--- src/rtl/mux_nto1_rr_reg_pkg.sv ---
// ============================================================================
// Module   : mux_nto1_rr_reg_pkg
// Brief    : Shared mode encodings and select-width helpers for mux_nto1_rr_reg.
// Revision : 1.0 - initial release
// ============================================================================
`ifndef MUX_NTO1_RR_REG_PKG_SV
`define MUX_NTO1_RR_REG_PKG_SV

`default_nettype none

package mux_nto1_rr_reg_pkg;

    localparam logic MODE_FIXED = 1'b0;
    localparam logic MODE_RR    = 1'b1;

    function automatic int clog2(input int value);
        int result;
        int remaining;
        result    = 0;
        remaining = value - 1;
        while (remaining > 0) begin
            result    = result + 1;
            remaining = remaining >> 1;
        end
        return result;
    endfunction

    // A single channel still needs a one-bit index field.
    function automatic int sel_width(input int n);
        return (clog2(n) < 1) ? 1 : clog2(n);
    endfunction

endpackage

`default_nettype wire

`endif

--- src/rtl/mux_nto1_rr_arbiter_nchan.sv ---
// ============================================================================
// Module   : rr_arbiter_nchan
// Brief    : N-way round-robin arbiter; searches from ptr upward and wraps.
// Revision : 1.0 - initial release
// ============================================================================
`default_nettype none

module rr_arbiter_nchan
    import mux_nto1_rr_reg_pkg::*;
#(
    parameter  int N    = 4,
    localparam int SELW = sel_width(N)
) (
    input  logic            clk,
    input  logic            reset,
    input  logic [N-1:0]    req,
    input  logic            enable,
    input  logic            advance,
    output logic [N-1:0]    grant_onehot,
    output logic [SELW-1:0] grant_idx,
    output logic            any_grant
);

    logic [SELW-1:0] r_ptr;
    logic [SELW-1:0] w_idx;
    logic            w_found;

    // Rotating priority search: the first requester at or after r_ptr wins.
    always_comb begin
        logic [SELW:0] v_pos;
        w_idx   = '0;
        w_found = 1'b0;
        v_pos   = '0;
        for (int k = 0; k < N; k++) begin
            v_pos = {1'b0, r_ptr} + (SELW+1)'(k);
            if (v_pos >= (SELW+1)'(N)) begin
                v_pos = v_pos - (SELW+1)'(N);
            end
            if (!w_found && req[v_pos[SELW-1:0]]) begin
                w_found = 1'b1;
                w_idx   = v_pos[SELW-1:0];
            end
        end
    end

    always_comb begin
        grant_onehot = '0;
        if (enable && w_found) begin
            grant_onehot[w_idx] = 1'b1;
        end
    end

    assign grant_idx = w_idx;
    assign any_grant = enable && w_found;

    always_ff @(posedge clk) begin
        if (reset) begin
            r_ptr <= '0;
        end else if (advance) begin
            r_ptr <= (w_idx == SELW'(N-1)) ? '0 : w_idx + 1'b1;
        end
    end

endmodule

`default_nettype wire

--- src/rtl/mux_nto1_rr_reg.sv ---
// ============================================================================
// Module   : mux_nto1_rr_reg
// Brief    : N:1 W-bit mux (fixed select or round-robin) into a one-deep
//            valid/ready output register.
// Revision : 1.0 - initial release
// ============================================================================
`default_nettype none

module mux_nto1_rr_reg
    import mux_nto1_rr_reg_pkg::*;
#(
    parameter  int N    = 4,
    parameter  int W    = 2,
    localparam int SELW = sel_width(N)
) (
    input  logic            clk,
    input  logic            reset,
    input  logic            mode,
    input  logic [SELW-1:0] sel,
    input  logic [N*W-1:0]  data_in,
    input  logic [N-1:0]    valid_in,
    output logic [N-1:0]    ready_in,
    output logic [W-1:0]    data_out,
    output logic            valid_out,
    input  logic            ready_out,
    output logic [SELW-1:0] grant_id
);

    logic [W-1:0]    r_data_out;
    logic            r_valid_out;
    logic [SELW-1:0] r_grant_id;

    logic            w_is_rr;
    logic            w_is_fixed;
    logic            w_load_en;
    logic            w_sel_in_range;
    logic [N-1:0]    w_fixed_onehot;
    logic [N-1:0]    w_rr_onehot;
    logic [SELW-1:0] w_rr_idx;
    logic            w_rr_any;
    logic [N-1:0]    w_cand_onehot;
    logic [SELW-1:0] w_cand;
    logic            w_cand_ok;
    logic [W-1:0]    w_cand_data;
    logic            w_xfer;

    assign w_is_rr        = (mode == MODE_RR);
    assign w_is_fixed     = (mode == MODE_FIXED);
    assign w_load_en      = !r_valid_out || ready_out;
    assign w_sel_in_range = ({1'b0, sel} < (SELW+1)'(N));

    generate
        for (genvar i = 0; i < N; i++) begin : g_fixed_dec
            assign w_fixed_onehot[i] = w_is_fixed && w_sel_in_range && (sel == SELW'(i));
        end
    endgenerate

    rr_arbiter_nchan #(
        .N (N)
    ) u_arb (
        .clk          (clk),
        .reset        (reset),
        .req          (valid_in),
        .enable       (w_is_rr),
        .advance      (w_xfer && w_is_rr),
        .grant_onehot (w_rr_onehot),
        .grant_idx    (w_rr_idx),
        .any_grant    (w_rr_any)
    );

    assign w_cand_onehot = w_is_rr ? w_rr_onehot : w_fixed_onehot;
    assign w_cand        = w_is_rr ? w_rr_idx    : sel;
    assign w_cand_ok     = w_is_rr ? w_rr_any    : w_sel_in_range;

    // Nothing is offered while in reset, since the register would drop it.
    assign ready_in = (!reset && w_load_en && w_cand_ok) ? w_cand_onehot : '0;
    assign w_xfer   = |(ready_in & valid_in);

    always_comb begin
        w_cand_data = '0;
        for (int i = 0; i < N; i++) begin
            if (w_cand_onehot[i]) begin
                w_cand_data = data_in[i*W +: W];
            end
        end
    end

    always_ff @(posedge clk) begin
        if (reset) begin
            r_data_out  <= '0;
            r_valid_out <= 1'b0;
            r_grant_id  <= '0;
        end else if (w_load_en) begin
            if (w_xfer) begin
                r_data_out  <= w_cand_data;
                r_valid_out <= 1'b1;
                r_grant_id  <= w_cand;
            end else begin
                r_valid_out <= 1'b0;
            end
        end
    end

    assign data_out  = r_data_out;
    assign valid_out = r_valid_out;
    assign grant_id  = r_grant_id;

endmodule

`default_nettype wire

--- config.mk ---
export PLATFORM = sky130hd
export DESIGN_NAME = mux_nto1_rr_reg
export DESIGN_NICKNAME = d
export VERILOG_FILES = /design/src/rtl/mux_nto1_rr_reg_pkg.sv /design/src/rtl/mux_nto1_rr_arbiter_nchan.sv /design/src/rtl/mux_nto1_rr_reg.sv
export SDC_FILE = /design/constraint.sdc
export NUM_CORES = 1
export LEC_CHECK = 0
export CAP_MARGIN = 15
export CORE_MARGIN = 2
export CORE_UTILIZATION = 33
export CTS_CLUSTER_SIZE = 8
export DETAILED_ROUTE_END_ITERATION = 16
export DONT_BUFFER_PORTS = 1
export PLACE_DENSITY = 0.46
export REMOVE_ABC_BUFFERS = 1
export SLEW_MARGIN = 20
export SYNTH_ARGS = -nofsm -noshare
export SYNTH_HDL_FRONTEND = slang
export SYNTH_SLANG_ARGS = --single-unit
--- constraint.sdc ---
create_clock -name clk -period 7.3 [get_ports clk]
set_input_delay 1.46 -clock clk [delete_from_list [all_inputs] [get_ports clk]]
set_output_delay 1.46 -clock clk [all_outputs]
set_load 0.005 [all_outputs]
==> flow_summary.yaml, run 1 <==
outcome:
  status: "complete, no violations"
critical_path:
  worstPathRequired_ns: 5.84
  reg2reg_slack_ns: 4.53
  timing.rr.end: "u_arb.r_ptr[0]"
  reg2reg_from: "u_arb.r_ptr[1]"
  end_kind: "output pin"
  crit_path_max_fanout: 7
  arrival_ns: 2.83
  cp_slowest_cell: "nor3_1"
  cp-start-kind: "primary input"
  critPathKind: "primary input to output pin"
  slowest_delay_ns: 0.52
  reg2reg_depth: 10
  worstPathCellList: "mux2i_1 -> nor2_1 -> nor3_1 -> ha_1 -> a22o_2 -> nor2b_1"
routing:
  wl_per_cell_um: 15.52
  drc: 0
  detail-route-antenna-nets: 0
  postRouteWirelength_um: 1785
  vias: 666
  drt_iter0_markers: 21
  viasPerCell: 5.791
  drt-pass1-iter-count: 5
finish:
  final_area_um2: 769.5
  layout.nets: 110
  fin_util_pct: 35.12
  layout_commonest_cell: "nor2_1"
  drive_gt1_share_pct: 13.79
  area_delta_synth_final_pct: 2.160
  final_cell_mix: "nor2_1, a21oi_1, dfxtp_1"
  n_antenna_cell: 0
synthesis:
  synth_warnings: 0
  synth_cell_type_count: 35
  synthAdderAreaFrac_pct: 6.645
  synth_top_family_by_area: "compound AO/OA/AOI/OAI gates"
  async_flop_share_pct: 0
  synth-simple-area-share_pct: 20.27
  ys_ff_latch: 7
  synth_area_um2: 753.2
  ys.flop_type: "dfxtp_1"
  yosysSeqAreaShare_pct: 18.60
  synth_xor_area_share_pct: 0
  netlist_instances: 87
  synth-compound-area-share_pct: 39.37
  synthMuxAreaShare_pct: 6.645
  synth_edf_count: 0
  avgSynthCellArea_um2: 8.658
sta:
  hold_viol: 0
  fmax_mhz: 233.1
  worst_slew_pin_slew_ns: 0.6721
  drv_slew: 0
  finalSetupTns_ns: 0
  hold_slack_ns: 0.5328
  setup_viol: 0
  grt_setup_unrepaired: "false"
  fin_crit_ns: 4.291
  post-route-period-util_pct: 58.78
  skew_ns: 0.0008262
  relSlewSlack_pct: 55.10
floorplanning:
  fp-row-count: 17
  fp.dieW_um: 51.78
  die_area_um2: 2681
  start_util_pct: 34.38
  die_y_um: 51.78
  pin_count: 27
  core_area_um2: 2191
job:
  cap_viol_max_count: 0
clock_tree:
  cts_setup_buffers: 0
  ctsHtreeMaxLevel: 1
  cts_root_buffer: "clkbuf_4"
  clkSlewWorstSetupHoldPaths_ns: 0.05
  cts_tree: "built"
  cts-resized-gates: 0
  insertion_delay_ns: 0.26
  hold_buffers: 0
  cts_buffer_depth: 2
  clock_sinks: 7
  cts_made_buffers: 3
placed_design:
  io_buffers: 0
  placed_area_um2: 743.2
  gp_congestion: 0.7591
  dp_hpwl_um: 1411
power_and_ir_drop:
  irDropWorstVdd_mv: 0.08260
  power_density_nw_per_um2: 164.4
  power_uw: 126.5
  p_leak_nw: 0.2966
global_route:
  use_met1_pct: 19.47
  use_met3_pct: 4.310
  busiest_layer: "met2"
  grt_antenna_before_repair: 0
  grt_util_met2_pct: 21.79
  grt_usage_pct: 14.86
  grt_pass1_vias: 653
  grt_pass1_wl_um: 2953
  grt_start_max_net_pins: 15
  grt-ovfl-total: 0
hold_path:
  hp-class: "flip-flop to flip-flop"
  min_from: "grant_id[1]"
  holdPathStages: 1
  hold_path_end: "grant_id[1]"
-- power by group --
group | switching [mW] | internal, mW | total, mW
clock network | 0.0146 | 0.0209 | 0.0355
logic | 0.0240 | 0.0207 | 0.0447
registers | 0.00359 | 0.0427 | 0.0463
-- worst max-delay path by stage --
stage	start	to	cells past startpoint	slack, ns
CTS	valid_in[2]	ready_in[3]	6	3.00
global placement	valid_in[2]	ready_in[3]	6	3.01
detailed placement	valid_in[2]	ready_in[3]	6	2.99
floorplan	valid_in[2]	ready_in[3]	6	3.22
global route	valid_in[2]	ready_in[3]	6	2.85
finish	valid_in[2]	ready_in[3]	6	3.01
-- synth_stat cells, types with 2 or more instances --
master	instances	area (um^2)
nor2_1	9	33.78
o31ai_1	2	15.01
a22oi_1	3	22.52
a222oi_1	2	20.02
a21oi_1	7	35.03
mux2i_1	5	50.05
nor2b_1	3	18.77
dfxtp_1	7	140.1
ha_1	4	50.05
nand3_1	2	10.01
o32ai_1	3	26.28
buf_6	4	45.04
nand2_1	4	15.01
nor3_1	5	25.02
nand2b_1	3	18.77
inv_1	5	18.77
-- stage by stage --
| stage | instances | worst slack, ns |
|---|---|---|
| 2_1_floorplan | 83 | 3.221 |
| 3_3_place_gp | 111 | 3.015 |
| 3_5_place_dp | 111 | 2.990 |
| 4_1_cts | 115 | 3.001 |
| 5_1_grt | 115 | 2.854 |
| 6_report | 115 | 3.009 |
-- flip-flops by register name, indices dropped and copies added, names as in the netlist --
signal	flops
data_out	2
u_arb.r_ptr	2
valid_out	1
grant_id	2
-- critical path: cells and delay by family --
| kind | cells | cell delay [ns] |
|---|---|---|
| AO/OA/AOI/OAI | 1 | 0.19 |
| multiplexers | 1 | 0.12 |
| AND/OR/NAND/NOR | 3 | 0.74 |
| adder cells (fa/ha/maj) | 1 | 0.33 |
-- routing by layer --
layer	wire, um	vias up
met5	0	-
met1	873	305
met3	130	5
met2	741	22
li1	-	334
met4	40	0
-- cells by family after synthesis --
kind of cell / Yosys count
AOI/OAI and AO/OA: 32
adders and majority gates: 4
buffers and inverters: 9
DFF: 7
muxes: 5
and+or+nand+nor: 30
-- final cells by class --
cell class | instances | area [um^2]
Clock buffer | 4 | 26.28
Sequential cell | 7 | 140.1
Multi-Input combinational cell | 71 | 549.3
Tap cell | 28 | 35.03
Inverter | 5 | 18.77
Fill cell | 241 | 1421
Note: power is estimated with default switching activity, not from simulation.
==> run 2, diff against run 1 <==
--- a/config.mk
+++ b/config.mk
@@ -5,13 +5,14 @@
 export SDC_FILE = /design/constraint.sdc
 export NUM_CORES = 1
 export LEC_CHECK = 0
+export ABC_AREA = 1
 export CAP_MARGIN = 15
 export CORE_MARGIN = 2
 export CORE_UTILIZATION = 33
 export CTS_CLUSTER_SIZE = 8
 export DETAILED_ROUTE_END_ITERATION = 16
 export DONT_BUFFER_PORTS = 1
-export PLACE_DENSITY = 0.46
+export PLACE_DENSITY = 0.47
 export REMOVE_ABC_BUFFERS = 1
 export SLEW_MARGIN = 20
 export SYNTH_ARGS = -nofsm -noshare
==> constraint.sdc (replaced) <==
create_clock -name clk -period 3.7 [get_ports clk]
set_input_delay 0.74 -clock clk [delete_from_list [all_inputs] [get_ports clk]]
set_output_delay 0.74 -clock clk [all_outputs]
set_load 0.005 [all_outputs]
==> flow_summary.yaml, run 2 <==
routing:
  wl_per_cell_um: 11.44
  drt_iter0_markers: 14
  postRouteWirelength_um: 2128
  viasPerCell: 4.849
  detail-route-antenna-nets: 0
  vias: 902
  drc: 0
  drt-pass1-iter-count: 4
power_and_ir_drop:
  power_density_nw_per_um2: 453.3
  pwr-share-seq_pct: 24.2
  switchingPower_uw: 216.9
  irDropWorstVdd_mv: 0.2445
  power_uw: 437.3
  clock_power_share_pct: 15.3
  swShare_pct: 49.60
  comb_power_share_pct: 60.5
  p_leak_nw: 0.5110
  p_int_uw: 220.4
floorplanning:
  die_y_um: 56.68
  pin_count: 27
  fp-row-count: 19
  fp.dieW_um: 56.68
  die_area_um2: 3213
  core_area_um2: 2686
  start_util_pct: 34.09
critical_path:
  crit_path_max_fanout: 8
  critPathBufInv: 1
  worstPathCellList: "nand2_1 -> nand3_1 -> nand2_2 -> nor3_4 -> nor2_1 -> nand2_1 -> nand2_1 -> nor2_2 -> inv_1 -> ha_1 -> o211a_1 -> nand2_2 -> nor2_2"
  cp-start-kind: "flip-flop"
  end_kind: "output pin"
  reg2reg_depth: 19
  slowest_delay_ns: 0.54
  arrival_ns: 2.43
  path_delay_family: "simple AND/OR/NAND/NOR gates"
  reg2reg_from: "u_arb.r_ptr[0]"
  cp_slowest_cell: "dfxtp_1"
  worstPathRequired_ns: 2.96
  reg2reg_slack_ns: 0.90
  timing.rr.end: "u_arb.r_ptr[0]"
  critPathKind: "flip-flop to output pin"
  critPathMostFrequentCell: "nand2_1"
synthesis:
  synth_area_leaders: "nand2_1, dfxtp_1, nand2_2"
  synth.most_common_cell: "nand2_1"
  synth-simple-area-share_pct: 61.07
  netlist_instances: 153
  synth_top_family_by_area: "simple AND/OR/NAND/NOR gates"
  synth_commonest_cells: "nand2_1, nor2_1, inv_1"
  synth_top_cell_by_area: "nand2_1"
  yosys.area.top_type_share_pct: 15.57
  synth_warnings: 0
  synth-compound-area-share_pct: 6.011
  synth_xor_area_share_pct: 0
  synth_area_um2: 915.9
  avgSynthCellArea_um2: 5.986
  synthMuxAreaShare_pct: 0
  synthAdderAreaFrac_pct: 5.464
  ys.flop_type: "dfxtp_1"
  yosysSeqAreaShare_pct: 15.30
  async_flop_share_pct: 0
  synth_edf_count: 0
  ys_ff_latch: 7
  synth_cell_type_count: 23
finish:
  final_cell_mix: "nand2_1, nor2_1, inv_1"
  area_delta_synth_final_pct: 5.328
  layout.nets: 178
  layout.cells.non_filler: 186
  layout_commonest_cell: "nand2_1"
  drive_gt1_share_pct: 25.81
  n_antenna_cell: 0
global_route:
  grt_pass1_wl_um: 3774
  grt_usage_pct: 14.69
  grt_antenna_before_repair: 0
  grt_pass1_vias: 852
  grt-ovfl-total: 0
  grt_start_max_net_pins: 9
job:
  cap_viol_max_count: 0
sta:
  finalSetupTns_ns: 0
  worst_slew_pin_slew_ns: 0.3714
  fin_crit_ns: 3.169
  hold_viol: 0
  post-route-period-util_pct: 85.64
  relSlewSlack_pct: 75.20
  setup_viol: 0
  fmax_mhz: 315.6
  skew_ns: 0.0002117
  drv_slew: 0
  grt_setup_unrepaired: "false"
placed_design:
  dp_hpwl_um: 1837
  gp_congestion: 0.8492
  post-place-cells: 182
  io_buffers: 0
outcome:
  status: "complete, no violations"
clock_tree:
  cts_made_buffers: 3
  cts-resized-gates: 0
  hold_buffers: 0
  cts_root_buffer: "clkbuf_4"
  ctsHtreeMaxLevel: 1
  cts_tree: "built"
  insertion_delay_ns: 0.24
  clock_sinks: 7
  clkSlewWorstSetupHoldPaths_ns: 0.05
  cts_setup_buffers: 0
  cts_buffer_depth: 2
hold_path:
  hold_path_end: "valid_out"
  holdPathStages: 2
  min_from: "valid_out"
  hp-class: "flip-flop to flip-flop"
## run 2: changes by cell type after synthesis, moves of 11 or more
cell,before,now
nand2_1,4,38
nor2_1,9,23
inv_1,5,18
nand2_2,0,14
nand3_1,2,13
## run 2: metal layers
metal  share of wire, %  vias to the layer above  GRT usage (%)
li1                   -                      479              -
met4                  0                        0          2.041
met1                 43                      397          18.25
met2                 50                       26          25.58
met5                  0                        -              0
met3                7.0                        0          4.147
## run 2: power groups by stage
stage,Clock (mW),Combinational (mW),Sequential [mW]
after floorplan,0,0.222,0.104
after global placement,0,0.264,0.108
after detailed placement,0,0.268,0.108
after CTS,0.0695,0.269,0.106
after global routing,0.0747,0.306,0.108
final,0.0669,0.265,0.106
## run 2: cell type report
class                           instances  area (um^2)
Clock buffer                            4        26.28
Fill cell                             321         1722
Inverter                               24        95.09
Multi-Input combinational cell        120        664.4
Sequential cell                         7        140.1
Tap cell                               31        38.79
## run 2: worst max path at each step
stage              startpoint          end  slack (ns)  cells past startpoint
3_5_place_dp      valid_in[3]  ready_in[0]        0.59                     14
4_1_cts        u_arb.r_ptr[0]  ready_in[0]        0.49                     13
5_1_grt        u_arb.r_ptr[0]  ready_in[0]        0.27                     15
3_3_place_gp      valid_in[3]  ready_in[0]        0.66                     14
6_report       u_arb.r_ptr[0]  ready_in[0]        0.53                     13
2_1_floorplan     valid_in[3]  ready_in[0]        0.79                     14
## run 2: kinds of logic (layout without fill, tap and decap cells)
kind of cell             Yosys count  in the layout
AO/OA/AOI/OAI                     10             10
adder cells (fa/ha/maj)            4              4
buffers and inverters             26             28
flip-flops                         7              7
AND/OR/NAND/NOR                  106            106
## run 2: worst register-to-register path, delay by kind of cell (launching register included)
| kind | cells | cell delay, ns |
|---|---|---|
| compound gates | 1 | 0.23 |
| fa+ha+maj | 1 | 0.21 |
| buf+inv | 1 | 0.10 |
| flops | 1 | 0.54 |
| simple gates | 16 | 1.60 |
## run 2: through the flow
step / area, um^2 / util [%] / hold WS, ns / worst slack (ns)
6_report: 964.7 / 35.91 / 0.4971 / 0.5311
5_1_grt: 964.7 / 35.91 / 0.5321 / 0.2680
4_1_cts: 964.7 / 35.91 / 0.5059 / 0.4895
3_5_place_dp: 938.4 / 34.93 / 0.4992 / 0.5939
3_3_place_gp: 938.4 / 34.93 / 0.4933 / 0.6579
2_1_floorplan: 899.6 / - / 0.4751 / 0.7876
==> run 3, diff against run 2 <==
--- a/config.mk
+++ b/config.mk
@@ -5,14 +5,13 @@
 export SDC_FILE = /design/constraint.sdc
 export NUM_CORES = 1
 export LEC_CHECK = 0
-export ABC_AREA = 1
 export CAP_MARGIN = 15
 export CORE_MARGIN = 2
 export CORE_UTILIZATION = 33
 export CTS_CLUSTER_SIZE = 8
 export DETAILED_ROUTE_END_ITERATION = 16
 export DONT_BUFFER_PORTS = 1
-export PLACE_DENSITY = 0.47
+export PLACE_DENSITY = 0.6
 export REMOVE_ABC_BUFFERS = 1
 export SLEW_MARGIN = 20
 export SYNTH_ARGS = -nofsm -noshare
==> flow_summary.yaml, run 3 (synthesis gave the netlist of run 1 again) <==
outcome:
  status: "complete, no violations"
routing:
  viasPerCell: 5.836
  vias: 677
  wl_per_cell_um: 15.88
  postRouteWirelength_um: 1842
  drc: 0
  drt_iter0_markers: 25
  drt-pass1-iter-count: 6
  detail-route-antenna-nets: 0
floorplanning:
  fp-row-count: 17
  die_y_um: 51.78
  fp.dieW_um: 51.78
  start_util_pct: 34.38
  die_area_um2: 2681
  core_area_um2: 2191
  pin_count: 27
power_and_ir_drop:
  power_density_nw_per_um2: 330.2
  power_uw: 256.6
  p_leak_nw: 0.3016
  irDropWorstVdd_mv: 0.1490
clock_tree:
  cts-resized-gates: 0
  cts_buffer_depth: 2
  cts_tree: "built"
  clkSlewWorstSetupHoldPaths_ns: 0.06
  hold_buffers: 0
  cts_setup_buffers: 0
  cts_root_buffer: "clkbuf_4"
  cts_made_buffers: 3
  clock_sinks: 7
  ctsHtreeMaxLevel: 1
  insertion_delay_ns: 0.26
sta:
  setup_viol: 0
  relSlewSlack_pct: 51.68
  setup_ws_ns: 1.086
  fin_crit_ns: 2.614
  hold_viol: 0
  worst_slew_pin_slew_ns: 0.7232
  finalSetupTns_ns: 0
  skew_ns: 0.005499
  grt_setup_unrepaired: "false"
  drv_slew: 0
  post-route-period-util_pct: 70.64
  fmax_mhz: 382.6
critical_path:
  reg2reg_depth: 9
  critPathKind: "flip-flop to output pin"
  crit_path_max_fanout: 6
  reg2reg_slack_ns: 1.21
  timing.rr.end: "u_arb.r_ptr[0]"
  arrival_ns: 1.87
  worstPathRequired_ns: 2.96
  critPathLaunch: "u_arb.r_ptr[1]"
  endpoint: "ready_in[3]"
  end_kind: "output pin"
  reg2reg_from: "u_arb.r_ptr[1]"
  cp-start-kind: "flip-flop"
placed_design:
  post-place-cells: 112
  gp_congestion: 0.8004
  io_buffers: 0
  dp_hpwl_um: 1442
  placed_area_um2: 750.7
  dp_worst_setup_slack_ns: 0.9700
global_route:
  grt_antenna_before_repair: 0
  grt_start_max_net_pins: 15
  grt_usage_pct: 14.77
  grt_pass1_wl_um: 2953
  grt_pass1_vias: 655
  grt-ovfl-total: 0
finish:
  area_delta_synth_final_pct: 3.156
  layout.cells.non_filler: 116
  final_cell_mix: "nor2_1, a21oi_1, dfxtp_1"
  final_area_um2: 777.0
  drive_gt1_share_pct: 14.77
  layout.nets: 111
  n_antenna_cell: 0
  layout_commonest_cell: "nor2_1"
hold_path:
  hp-class: "flip-flop to flip-flop"
job:
  cap_viol_max_count: 0
[run 3: changes by cell type in the layout (fill, tap and decap cells not counted), sizes merged, moves of 4 or more]
cell	change
nor3	+4
nand2	-52
nand3	-16
o21ai	-6
mux2i	+5
a22oi	+4
nor2	-19
a21oi	+5
inv	-19
[run 3: worst max-delay path: stages, from the launching register on]
cell     delay (ns)
dfxtp_1        0.42
mux2i_1        0.20
nor2_1         0.05
nor3_1         0.18
buf_4          0.18
ha_1           0.23
a22o_2         0.19
nor2b_1        0.17
[run 3: how the worst min path moves through the flow]
stage          slack, ns  depth (start not counted)         from              to
5_1_grt             0.53                          1        reset  u_arb.r_ptr[0]
2_1_floorplan       0.50                          1  grant_id[1]     grant_id[1]
6_report            0.54                          1  grant_id[1]     grant_id[1]
3_5_place_dp        0.52                          1  grant_id[1]     grant_id[1]
3_3_place_gp        0.54                          1  grant_id[1]     grant_id[1]
4_1_cts             0.54                          1        reset  u_arb.r_ptr[0]
[run 3: metal layers]
layer  vias up  part of all wire (%)  GRT usage [%]
met2        23                    47          23.72
li1        339                     -              -
met5         -                     0              0
met1       313                    46          19.08
met3         2                   6.1          2.874
met4         0                  0.43          6.579
[run 3: stage by stage]
step                      hold slack, ns  util, %
after floorplan                   0.4951        -
after global placement            0.5363    34.27
after detailed placement          0.5208    34.27
after CTS                         0.5355    35.47
after global routing              0.5292    35.47
final                             0.5351    35.47
[run 3: cell type report]
cell class,instances,area [um^2]
Inverter,5,18.77
Fill cell,237,1414
Multi-Input combinational cell,71,549.3
Tap cell,28,35.03
Timing Repair Buffer,1,7.507
Sequential cell,7,140.1
Clock buffer,4,26.28
[run 3: where the power goes]
| part | switching (mW) | internal (mW) | total, mW | leakage, nW |
|---|---|---|---|---|
| clock | 0.0311 | 0.0414 | 0.0725 | 0.0150 |
| sequential | 0.00719 | 0.0841 | 0.0913 | 0.0574 |
| combinational | 0.0500 | 0.0428 | 0.0928 | 0.229 |
